===== config.mk =====
export PLATFORM = sky130hd
export DESIGN_NAME = sb_rx_deframer
export DESIGN_NICKNAME = d
export VERILOG_FILES = /design/src/rtl/sb_rx_deframer_pkg.sv /design/src/rtl/sb_uart_rx.sv /design/src/rtl/sb_rx_deframer.sv
export SDC_FILE = /design/constraint.sdc
export NUM_CORES = 1
export LEC_CHECK = 0
export ABC_AREA = 1
export CORE_ASPECT_RATIO = 0.6
export CORE_MARGIN = 2
export CORE_UTILIZATION = 25
export CTS_BUF_LIST = sky130_fd_sc_hd__clkbuf_8 sky130_fd_sc_hd__clkbuf_16
export CTS_CLUSTER_DIAMETER = 50
export DETAILED_ROUTE_END_ITERATION = 16
export GPL_ROUTABILITY_DRIVEN = 1
export MAX_ROUTING_LAYER = met4
export PLACE_DENSITY = 0.4
export SLEW_MARGIN = 20
export SYNTH_ARGS = -nofsm -noshare
export SYNTH_HDL_FRONTEND = slang
export SYNTH_SLANG_ARGS = --single-unit

===== constraint.sdc =====
create_clock -name sb_clk -period 2.17 [get_ports sb_clk]
set_input_delay 0.5425 -clock sb_clk [delete_from_list [all_inputs] [get_ports sb_clk]]
set_output_delay 0.5425 -clock sb_clk [all_outputs]
set_load 0.05 [all_outputs]

===== src/rtl/sb_rx_deframer_pkg.sv =====
// Shared constants and FSM state types for the USB4 sideband receive deframer.
package sb_rx_deframer_pkg;

  localparam logic [7:0] SB_DLE     = 8'hFE;
  localparam logic [7:0] SB_STX_CMD = 8'h05;
  localparam logic [7:0] SB_STX_RSP = 8'h04;
  localparam logic [7:0] SB_ETX     = 8'h40;

  typedef enum logic [1:0] {
    BIT_IDLE,
    BIT_DATA,
    BIT_STOP,
    BIT_BRK
  } bit_state_e;

  typedef enum logic [1:0] {
    BYTE_HUNT,
    BYTE_HUNT_DLE,
    BYTE_PKT,
    BYTE_PKT_DLE
  } byte_state_e;

  function automatic logic is_stx(input logic [7:0] b);
    return (b == SB_STX_CMD) || (b == SB_STX_RSP);
  endfunction

endpackage


===== src/rtl/sb_uart_rx.sv =====
// Sideband line synchronizer plus 10-bit UART symbol recovery, one bit per sb_clk.
module sb_uart_rx
  import sb_rx_deframer_pkg::*;
#(
  parameter int SYNC_STAGES = 2
) (
  input  logic       sb_clk,
  input  logic       rst,
  input  logic       enable,
  input  logic       sbtx,
  output logic [7:0] byte_data,
  output logic       byte_done,
  output logic       frame_err
);

  logic [SYNC_STAGES-1:0] sync_q;
  logic                   s;
  bit_state_e             state;
  logic [2:0]             bit_cnt;
  logic [7:0]             shreg;

  // Synchronizer presets to the idle-high line level so reset release never looks like a start bit.
  always_ff @(posedge sb_clk or negedge rst) begin
    if (!rst) begin
      sync_q <= '1;
    end else begin
      sync_q <= {sync_q[SYNC_STAGES-2:0], sbtx};
    end
  end

  assign s         = sync_q[SYNC_STAGES-1];
  assign byte_data = shreg;

  always_ff @(posedge sb_clk or negedge rst) begin
    if (!rst) begin
      state     <= BIT_IDLE;
      bit_cnt   <= 3'd0;
      shreg     <= 8'h00;
      byte_done <= 1'b0;
      frame_err <= 1'b0;
    end else begin
      // NOTE: sequential state uses non-blocking assignments so every flop samples pre-edge values.
      byte_done <= 1'b0;
      frame_err <= 1'b0;
      if (!enable) begin
        state <= BIT_IDLE;
      end else begin
        case (state)
          BIT_IDLE: begin
            if (!s) begin
              state   <= BIT_DATA;
              bit_cnt <= 3'd0;
            end
          end
          BIT_DATA: begin
            shreg   <= {s, shreg[7:1]};
            bit_cnt <= bit_cnt + 3'd1;
            if (bit_cnt == 3'd7) state <= BIT_STOP;
          end
          BIT_STOP: begin
            if (s) begin
              byte_done <= 1'b1;
              state     <= BIT_IDLE;
            end else begin
              frame_err <= 1'b1;
              state     <= BIT_BRK;
            end
          end
          // A stuck-low line must return high before another start bit is accepted.
          BIT_BRK: if (s) state <= BIT_IDLE;
          default: state <= BIT_IDLE;
        endcase
      end
    end
  end

endmodule


===== src/rtl/sb_rx_deframer.sv =====
// USB4 sideband receive deframer: strips DLE framing/stuffing and emits a byte stream with markers.
module sb_rx_deframer
  import sb_rx_deframer_pkg::*;
#(
  parameter int MAX_LEN     = 64,
  parameter int SYNC_STAGES = 2
) (
  input  logic       sb_clk,
  input  logic       rst,
  input  logic       enable,
  input  logic       sbtx,
  output logic [7:0] rx_data,
  output logic       rx_valid,
  output logic       rx_sop,
  output logic       rx_type,
  output logic       rx_eop,
  output logic       frame_err,
  output logic       proto_err,
  output logic       busy
);

  localparam int              LEN_W   = $clog2(MAX_LEN + 2);
  localparam logic [LEN_W-1:0] LEN_MAX = LEN_W'(MAX_LEN);

  logic [7:0]        uart_byte;
  logic              uart_done;
  logic              uart_ferr;
  byte_state_e       state;
  logic [LEN_W-1:0]  len;
  logic              len_full;

  sb_uart_rx #(
    .SYNC_STAGES(SYNC_STAGES)
  ) u_uart (
    .sb_clk   (sb_clk),
    .rst      (rst),
    .enable   (enable),
    .sbtx     (sbtx),
    .byte_data(uart_byte),
    .byte_done(uart_done),
    .frame_err(uart_ferr)
  );

  // One more payload byte would exceed MAX_LEN.
  assign len_full = (len == LEN_MAX);

  always_ff @(posedge sb_clk or negedge rst) begin
    if (!rst) begin
      state     <= BYTE_HUNT;
      len       <= '0;
      rx_data   <= 8'h00;
      rx_valid  <= 1'b0;
      rx_sop    <= 1'b0;
      rx_type   <= 1'b0;
      rx_eop    <= 1'b0;
      frame_err <= 1'b0;
      proto_err <= 1'b0;
      busy      <= 1'b0;
    end else begin
      rx_valid  <= 1'b0;
      rx_sop    <= 1'b0;
      rx_eop    <= 1'b0;
      frame_err <= 1'b0;
      proto_err <= 1'b0;
      if (!enable) begin
        state <= BYTE_HUNT;
        busy  <= 1'b0;
      end else if (uart_ferr) begin
        frame_err <= 1'b1;
        if (busy) begin
          state <= BYTE_HUNT;
          busy  <= 1'b0;
        end
      end else if (uart_done) begin
        case (state)
          BYTE_HUNT: if (uart_byte == SB_DLE) state <= BYTE_HUNT_DLE;
          BYTE_HUNT_DLE: begin
            if (is_stx(uart_byte)) begin
              rx_sop  <= 1'b1;
              rx_type <= (uart_byte == SB_STX_CMD);
              busy    <= 1'b1;
              len     <= '0;
              state   <= BYTE_PKT;
            end else begin
              state <= BYTE_HUNT;
            end
          end
          BYTE_PKT: begin
            if (uart_byte == SB_DLE) begin
              state <= BYTE_PKT_DLE;
            end else if (len_full) begin
              proto_err <= 1'b1;
              busy      <= 1'b0;
              state     <= BYTE_HUNT;
            end else begin
              rx_valid <= 1'b1;
              rx_data  <= uart_byte;
              len      <= len + 1'b1;
            end
          end
          BYTE_PKT_DLE: begin
            if (uart_byte == SB_DLE) begin
              if (len_full) begin
                proto_err <= 1'b1;
                busy      <= 1'b0;
                state     <= BYTE_HUNT;
              end else begin
                rx_valid <= 1'b1;
                rx_data  <= SB_DLE;
                len      <= len + 1'b1;
                state    <= BYTE_PKT;
              end
            end else if (uart_byte == SB_ETX) begin
              rx_eop <= 1'b1;
              busy   <= 1'b0;
              state  <= BYTE_HUNT;
            end else if (is_stx(uart_byte)) begin
              // Unterminated packet followed by a fresh DLE-STX: flag it and restart.
              proto_err <= 1'b1;
              rx_sop    <= 1'b1;
              rx_type   <= (uart_byte == SB_STX_CMD);
              len       <= '0;
              state     <= BYTE_PKT;
            end else begin
              proto_err <= 1'b1;
              busy      <= 1'b0;
              state     <= BYTE_HUNT;
            end
          end
          default: state <= BYTE_HUNT;
        endcase
      end
    end
  end

endmodule


* Word-level counts from Yosys, hierarchy flattened
Cells that the tools add are included.
** Cells by class
- Equal/unequal tests :: 31
- Multiplexer cells :: 81
- Reduce and logical (&&, ||, !) cells :: 15
- Bitwise operators :: 1
- Add/subtract/negate cells :: 2
** Operators with widths (number)
- $mux 1 :: 45
- $mux 7 :: 5
- $mux 2 :: 16
- $mux 8 :: 4
- $pmux 7 s3 :: 1
- $eq 8x3->1 const B :: 2
- $pmux 2 s4 :: 2
- $pmux 8 s2 :: 1
- $ne 2x2->1 const B :: 7
- $ne 4x3->1 const B :: 3
- $reduce_and 6->1 :: 2
- $ne 3x3->1 const B :: 3
- $eq 2x2->1 const B :: 4
- $eq 8x7->1 const B :: 1
- $eq 8x8->1 const B :: 1
- $pmux 1 s2 :: 4
- $reduce_and 8->1 :: 1
- $add 7x1->7 const B :: 1
- $eq 7x7->1 const B :: 1
- $ne 3x2->1 const B :: 2
- $ne 6x5->1 const B :: 1
- $pmux 3 s2 :: 1
- $reduce_and 3->1 :: 2
- $reduce_bool 2->1 :: 3
- other kinds (15) :: 17
** Storage, ports and cells
- Output and inout port bits :: 15
- Flip-flop bits (word level) :: 41
- Word-level logic and storage cells :: 146

* Logic depth before layout (Yosys ltp)
Gate-level depths: netlist of run 1.
- Depth after elaboration :: 9
- Gate-level depth with buffers :: 11

* Modules after synthesis
A second synthesis of run 1 with hierarchy kept.
** Second synthesis, totals
- Cell total of the unflattened synthesis :: 283
- Area, all modules :: 2192.1 um^2
** By module, submodules not included
- sb_rx_deframer :: area an instance 1486.4 um^2, cells each 209, seq. area each 600.6 um^2, instances 1
- sb_uart_rx :: area an instance 705.7 um^2, cells each 74, seq. area each 427.9 um^2, instances 1

* Worst setup path after synthesis of run 1
OpenSTA, ideal clock, no wires.
- Path type :: input to register
- From :: input enable
- To :: register rx_data[0]
- Cell stages on the path :: 10
- Data required time :: 2.096 ns
- Path buffers :: 2
- Arrival :: 1.525 ns
- Slack :: 0.571 ns
- Cell sequence :: buf_6 > inv_4 > nor2_4 > inv_2 > nor2_8 > nand3_4 > a21oi_4 > buf_6 > nand3_2 > o21ai_2
** Between the ends
- Cells in the longest elaborated chain, start to end :: 1
** RTL lines
- from (decl) :: RTL line sb_rx_deframer.sv:10 : input logic enable,
- $reduce_and 8->1 (no line)
- to (signal assigned) :: RTL line sb_rx_deframer.sv:97 : rx_data <= uart_byte;
- to (decl) :: RTL line sb_rx_deframer.sv:12 : output logic [7:0] rx_data,
No other way between the ends.
A chain may end at the register's enable or synchronous reset.

* Worst setup path after layout of run 1
- From :: register rx_data[2]
- To :: output rx_data[2]
No word-level cell between the ends.

==> impl_metrics.yaml, run 1 <==
layout:
  fillers: 887
  area_delta_synth_final_pct: 25.1
  nNetsFinal: 309
  n_antenna_cell: 0
  drive_gt1_share_pct: 12.9
  stdcell_area_um2: 2690
  layout_commonest_cell: "nand2_1"
  mostFrequentLayoutCells: "nand2_1 (70), nor2_1 (40), dfrtp_1 (39)"
  finalNonFillerCells: 414
grt:
  antenna_found_initial: 0
  grt_pass1_vias: 1583
  grt_start_max_net_pins: 24
  grtUsageTotal_pct: 12.7
  grt-ovfl-total: 0
  grt_pass1_wl_um: 8450
timing:
  finClkSkew_ns: 0.00646
  setup_viol: 0
  fin_tns_setup_ns: 0
  rsz0062_at_grt: "false"
  slew_violations: 0
  final.period_utilization_pct: 91.5
  worstMarginPinSlew_ns: 0.503
  fmax_mhz: 503
  fin_crit_ns: 1.99
  maxSlewHeadroom_pct: 66.3
  hold_violations: 0
clock_network:
  cts_made_buffers: 5
  cts_resized: 0
  cts_hold_repair.buffers: 0
  clk-insertion-delay-late_ns: 0.28
  cts_htree_levels: 2
  cts_tree: "built"
  postCtsSetupBuffers: 0
  cts.clk_slew.worst_paths_ns: 0.06
  clockRootBuffer: "clkbuf_16"
  clock_path_buffers: 2
  cts_sinks: 41
critical_path:
  startpoint_type: "flop"
  reg2regPathDepth: 10
  cp.depth: 1
  r2r_setup_slack_ns: 0.38
  path_max_fanout: 2
  endpoint_kind: "primary output"
  r2r_end: "state[1]"
  crit_family: "buffers and inverters"
  crit_chain: "clkdlybuf4s50_1"
  crit_arrival_ns: 1.44
  crit_end: "rx_data[2]"
  r2r_start: "len[0]"
  worstSetupPathType: "reg2out"
  crit_slowest_cell: "clkdlybuf4s50_1"
  crit_start: "rx_data[2]"
  slowest_delay_ns: 0.80
  path_buf_inv: 1
  crit_required_ns: 1.63
hold_path:
  hold_path_class: "in2async"
synthesis:
  yosysTopAreaCellShare_pct: 45.4
  synth.distinct_cells: 32
  ys_warn_count: 0
  yosysTopAreaCell: "dfrtp_1"
  ys_seq_area_share_pct: 47.8
  syn_nets: 278
  syn_area_per_cell_um2: 7.97
  ys_ff_latch: 41
  syn_area_um2: 2150
  syn_inst: 270
  synth_area_leaders: "dfrtp_1 (45%), nand2_1 (12%), nor2_1 (7.0%)"
drt:
  wl_met2_um: 1700
  drcViolationCount: 0
  top_layer: "met4"
  antenna_left: 0
  firstDrtPassIters: 4
  via_per_inst: 4.23
  wl_um: 5070
  met1_length_um: 2960
  routed-wl-met3_um: 337
  drtIter0Drc: 115
  wl_per_cell_um: 12.2
  vias: 1753
pwr:
  p_per_area_nw_per_um2: 872
  vdd_ir_drop_max_uv: 323
  leakage_nw: 1.29
flow_run:
  cap_violations: 0
die:
  core_um2: 8430
  dieHeight_um: 75.8
  die_w_um: 124
  initial_core_util_pct: 25.5
  rows: 26
  die_area_um2: 9390
  pin_count: 19
status:
  status: "finished clean"
place:
  port_buffers: 18
  hpwl_um: 3840
  place_area_um2: 2530
  gp_congestion: 0.765
  dp_cells: 406
## Yosys cell counts (all sizes together)
library cell,instances
nor3,6
xor2,3
inv,31
clkbuf,1
buf,4
a21oi,11
o21ai,15
nand2,72
or2,1
o31ai,1
ha,4
nor2,45
nand3,24
nand3b,2
dfstp,2
o21bai,1
dfrtp,39
nand4,6
a22o,2
## metrics by stage
| step | worst slack, ns | hold WS, ns | power, mW | utilization (%) |
|---|---|---|---|---|
| after floorplan | 0.571 | 0.247 | 1.39 | - |
| after global placement | 0.128 | 0.346 | 1.59 | 30.1 |
| after detailed placement | 0.117 | 0.347 | 1.58 | 30.1 |
| after CTS | 0.164 | 0.235 | 2.38 | 31.9 |
| after global routing | 0.106 | 0.253 | 2.53 | 31.9 |
| final | 0.184 | 0.216 | 2.35 | 31.9 |
## registers in the layout (all words and copies together), names as in the netlist, 2 cells and up
signal and flops:
u_uart.state 2, u_uart.sync_q 2, rx_data 8, len 7, state 2, u_uart.byte_data 8, u_uart.bit_cnt 3
## worst reg2reg max path: cells and delay by family (launching register included)
kind	cells	cell delay, ns
flops	1	0.42
buf+inv	3	0.38
fa+ha+maj	1	0.15
simple gates	6	0.73
## logic make-up (layout without fill, tap and decap cells)
group	Yosys count	in the layout	synth area share [%]
adders and majority gates	4	4	2.33
DFF	41	41	47.8
buffers and inverters	36	68	7.33
AOI/OAI and AO/OA	30	30	8.26
and+or+nand+nor	156	156	33.0
xor gates and xnor gates	3	3	1.22
## cell type report
type | instances | area, µm² | area share (%)
Sequential cell | 41 | 1030 | 38.2
Timing Repair Buffer | 29 | 280 | 10.4
Clock buffer | 7 | 153 | 5.67
Tap cell | 112 | 140 | 5.21
Clock inverter | 1 | 5.00 | 0.186
Multi-Input combinational cell | 193 | 965 | 35.9
Inverter | 31 | 119 | 4.42
## per-layer routing
| layer | vias up | track usage (%) |
|---|---|---|
| met4 | 0 | 4.92 |
| met1 | 774 | 19.7 |
| met2 | 42 | 14.3 |
| li1 | 932 | - |
| met5 | - | - |
| met3 | 5 | 3.74 |
## where the power goes
part | switching, mW | internal, mW
registers | 0.161 | 0.887
logic | 0.329 | 0.190
clock network | 0.293 | 0.487
total | 0.783 | 1.56
## how the worst min path moves through the flow
stage | startpoint | end | slack [ns] | cells after the start
final | rst | len[3] | 0.22 | 1
after global routing | rst | len[3] | 0.25 | 1
after CTS | rst | len[3] | 0.24 | 1
after detailed placement | u_uart.sync_q[0] | u_uart.sync_q[1] | 0.35 | 0
after global placement | u_uart.sync_q[0] | u_uart.sync_q[1] | 0.35 | 0
after floorplan | rst | busy | 0.25 | 0
Power figures use the tool's default switching activity.
==> inputs of run 2 (changes only) <==
Settings changed: CELL_PAD_IN_SITES_DETAIL_PLACEMENT set to 0, CELL_PAD_IN_SITES_GLOBAL_PLACEMENT set to 2, PLACE_DENSITY 0.4 to 0.6, TNS_END_PERCENT set to 100.
==> impl_metrics.yaml, run 2 (synthesis gave the netlist of run 1 again) <==
die:
  rows: 26
  pin_count: 19
  dieHeight_um: 75.8
  die_area_um2: 9390
  core_um2: 8430
  die_w_um: 124
  initial_core_util_pct: 25.5
timing:
  fin_tns_setup_ns: 0
  hold_violations: 0
  fin_ws_ns: 0.155
  fmax_mhz: 496
  rsz0062_at_grt: "false"
  slew_violations: 0
  finClkSkew_ns: 0.00390
  maxSlewHeadroom_pct: 66.6
  worstMarginPinSlew_ns: 0.499
  final.period_utilization_pct: 92.8
  setup_viol: 0
  fin_crit_ns: 2.01
critical_path:
  crit_arrival_ns: 1.47
  endpoint_kind: "primary output"
  path_buf_inv: 1
  startpoint_type: "flop"
  path_max_fanout: 4
  slowest_delay_ns: 0.81
  crit_family: "buffers and inverters"
  crit_slowest_cell: "clkdlybuf4s50_1"
  worstSetupPathType: "reg2out"
  crit_required_ns: 1.63
  crit_chain: "clkdlybuf4s50_1"
clock_network:
  cts_tree: "built"
  cts_hold_repair.buffers: 0
  cts.clk_slew.worst_paths_ns: 0.06
  clockRootBuffer: "clkbuf_16"
  postCtsSetupBuffers: 0
  cts_made_buffers: 5
  cts_htree_levels: 2
  cts_sinks: 41
  clock_path_buffers: 2
  clk-insertion-delay-late_ns: 0.28
  cts_resized: 0
grt:
  grt_start_max_net_pins: 42
  gr-usage-met3_pct: 3.67
  use_met1_pct: 21.8
  grtUsageTotal_pct: 13.5
  grt.met2_usage_pct: 15.1
  grt_pass1_vias: 1669
  grt_pass1_wl_um: 8890
  grt-ovfl-total: 0
  antenna_found_initial: 0
  gr-max-usage-layer: "met1"
place:
  gp_congestion: 0.750
  port_buffers: 18
  pre_cts_slack_ns: 0.0992
  hpwl_um: 4020
drt:
  drcViolationCount: 0
  firstDrtPassIters: 4
  via_per_inst: 4.25
  wl_per_cell_um: 12.7
  vias: 1776
  drtIter0Drc: 105
  wl_um: 5310
  antenna_left: 0
layout:
  drive_gt1_share_pct: 13.4
  multiInputGateArea_um2: 965
  area_delta_synth_final_pct: 27.3
  fillers: 871
  layout_commonest_cell: "nand2_1"
  final-seq-area_um2: 1030
  n_antenna_cell: 0
  nNetsFinal: 313
  mostFrequentLayoutCells: "nand2_1 (70), nor2_1 (40), dfrtp_1 (39)"
status:
  status: "finished clean"
pwr:
  vdd_ir_drop_max_uv: 327
  p_per_area_nw_per_um2: 891
  leakage_nw: 1.31
hold_path:
  hold_path_class: "in2async"
flow_run:
  cap_violations: 0
==> run 2: cell count changes in the layout (fill, tap and decap cells not counted) <==
| cell | delta |
|---|---|
| buf_4 | +3 |
| bufinv_16 | +1 |
| clkbuf_8 | -1 |
| clkdlybuf4s50_1 | +1 |
| clkinv_2 | -1 |
| inv_1 | +1 |
==> run 2: final timing paths <==
path	cells past startpoint	end	slack [ns]	from
worst min-delay path	2	len[3]	0.21	rst
min in group sb_clk	0	u_uart.sync_q[1]	0.36	u_uart.sync_q[0]
worst max-delay path	1	busy	0.16	busy
worst min register to register	0	u_uart.sync_q[1]	0.36	u_uart.sync_q[0]
max in group asynchronous	2	u_uart.sync_q[1]	1.67	rst
worst max register to register	9	len[1]	0.47	state[1]
==> run 2: metal layers <==
metal	share of wire, %	wire length, µm
met1	60	3190
met5	0	0
met3	5.6	297
met4	1.1	61
met2	33	1760
==> run 2: final cells by class <==
type	instances	share of cell area (%)
Clock inverter	2	1.23
Clock buffer	6	5.07
Timing Repair Buffer	33	11.4
Inverter	31	4.34
Multi-Input combinational cell	193	35.2
Sequential cell	41	37.6
Tap cell	112	5.12
==> run 2: metrics by stage <==
stage / utilization (%) / cells / instance area, µm² / total power [mW] / hold slack [ns]
2_1_floorplan: - / 270 / 2150 / 1.39 / 0.247
3_3_place_gp: 30.4 / 410 / 2560 / 1.59 / 0.347
3_5_place_dp: 30.4 / 410 / 2560 / 1.58 / 0.350
4_1_cts: 32.5 / 418 / 2740 / 2.48 / 0.235
5_1_grt: 32.5 / 418 / 2740 / 2.63 / 0.247
6_report: 32.5 / 418 / 2740 / 2.44 / 0.214
==> run 2: where the power goes <==
| part | switching (mW) | total (mW) | internal [mW] |
|---|---|---|---|
| Clock | 0.302 | 0.872 | 0.570 |
| Sequential | 0.158 | 1.04 | 0.887 |
| Combinational | 0.329 | 0.524 | 0.195 |
| Total | 0.789 | 2.44 | 1.65 |
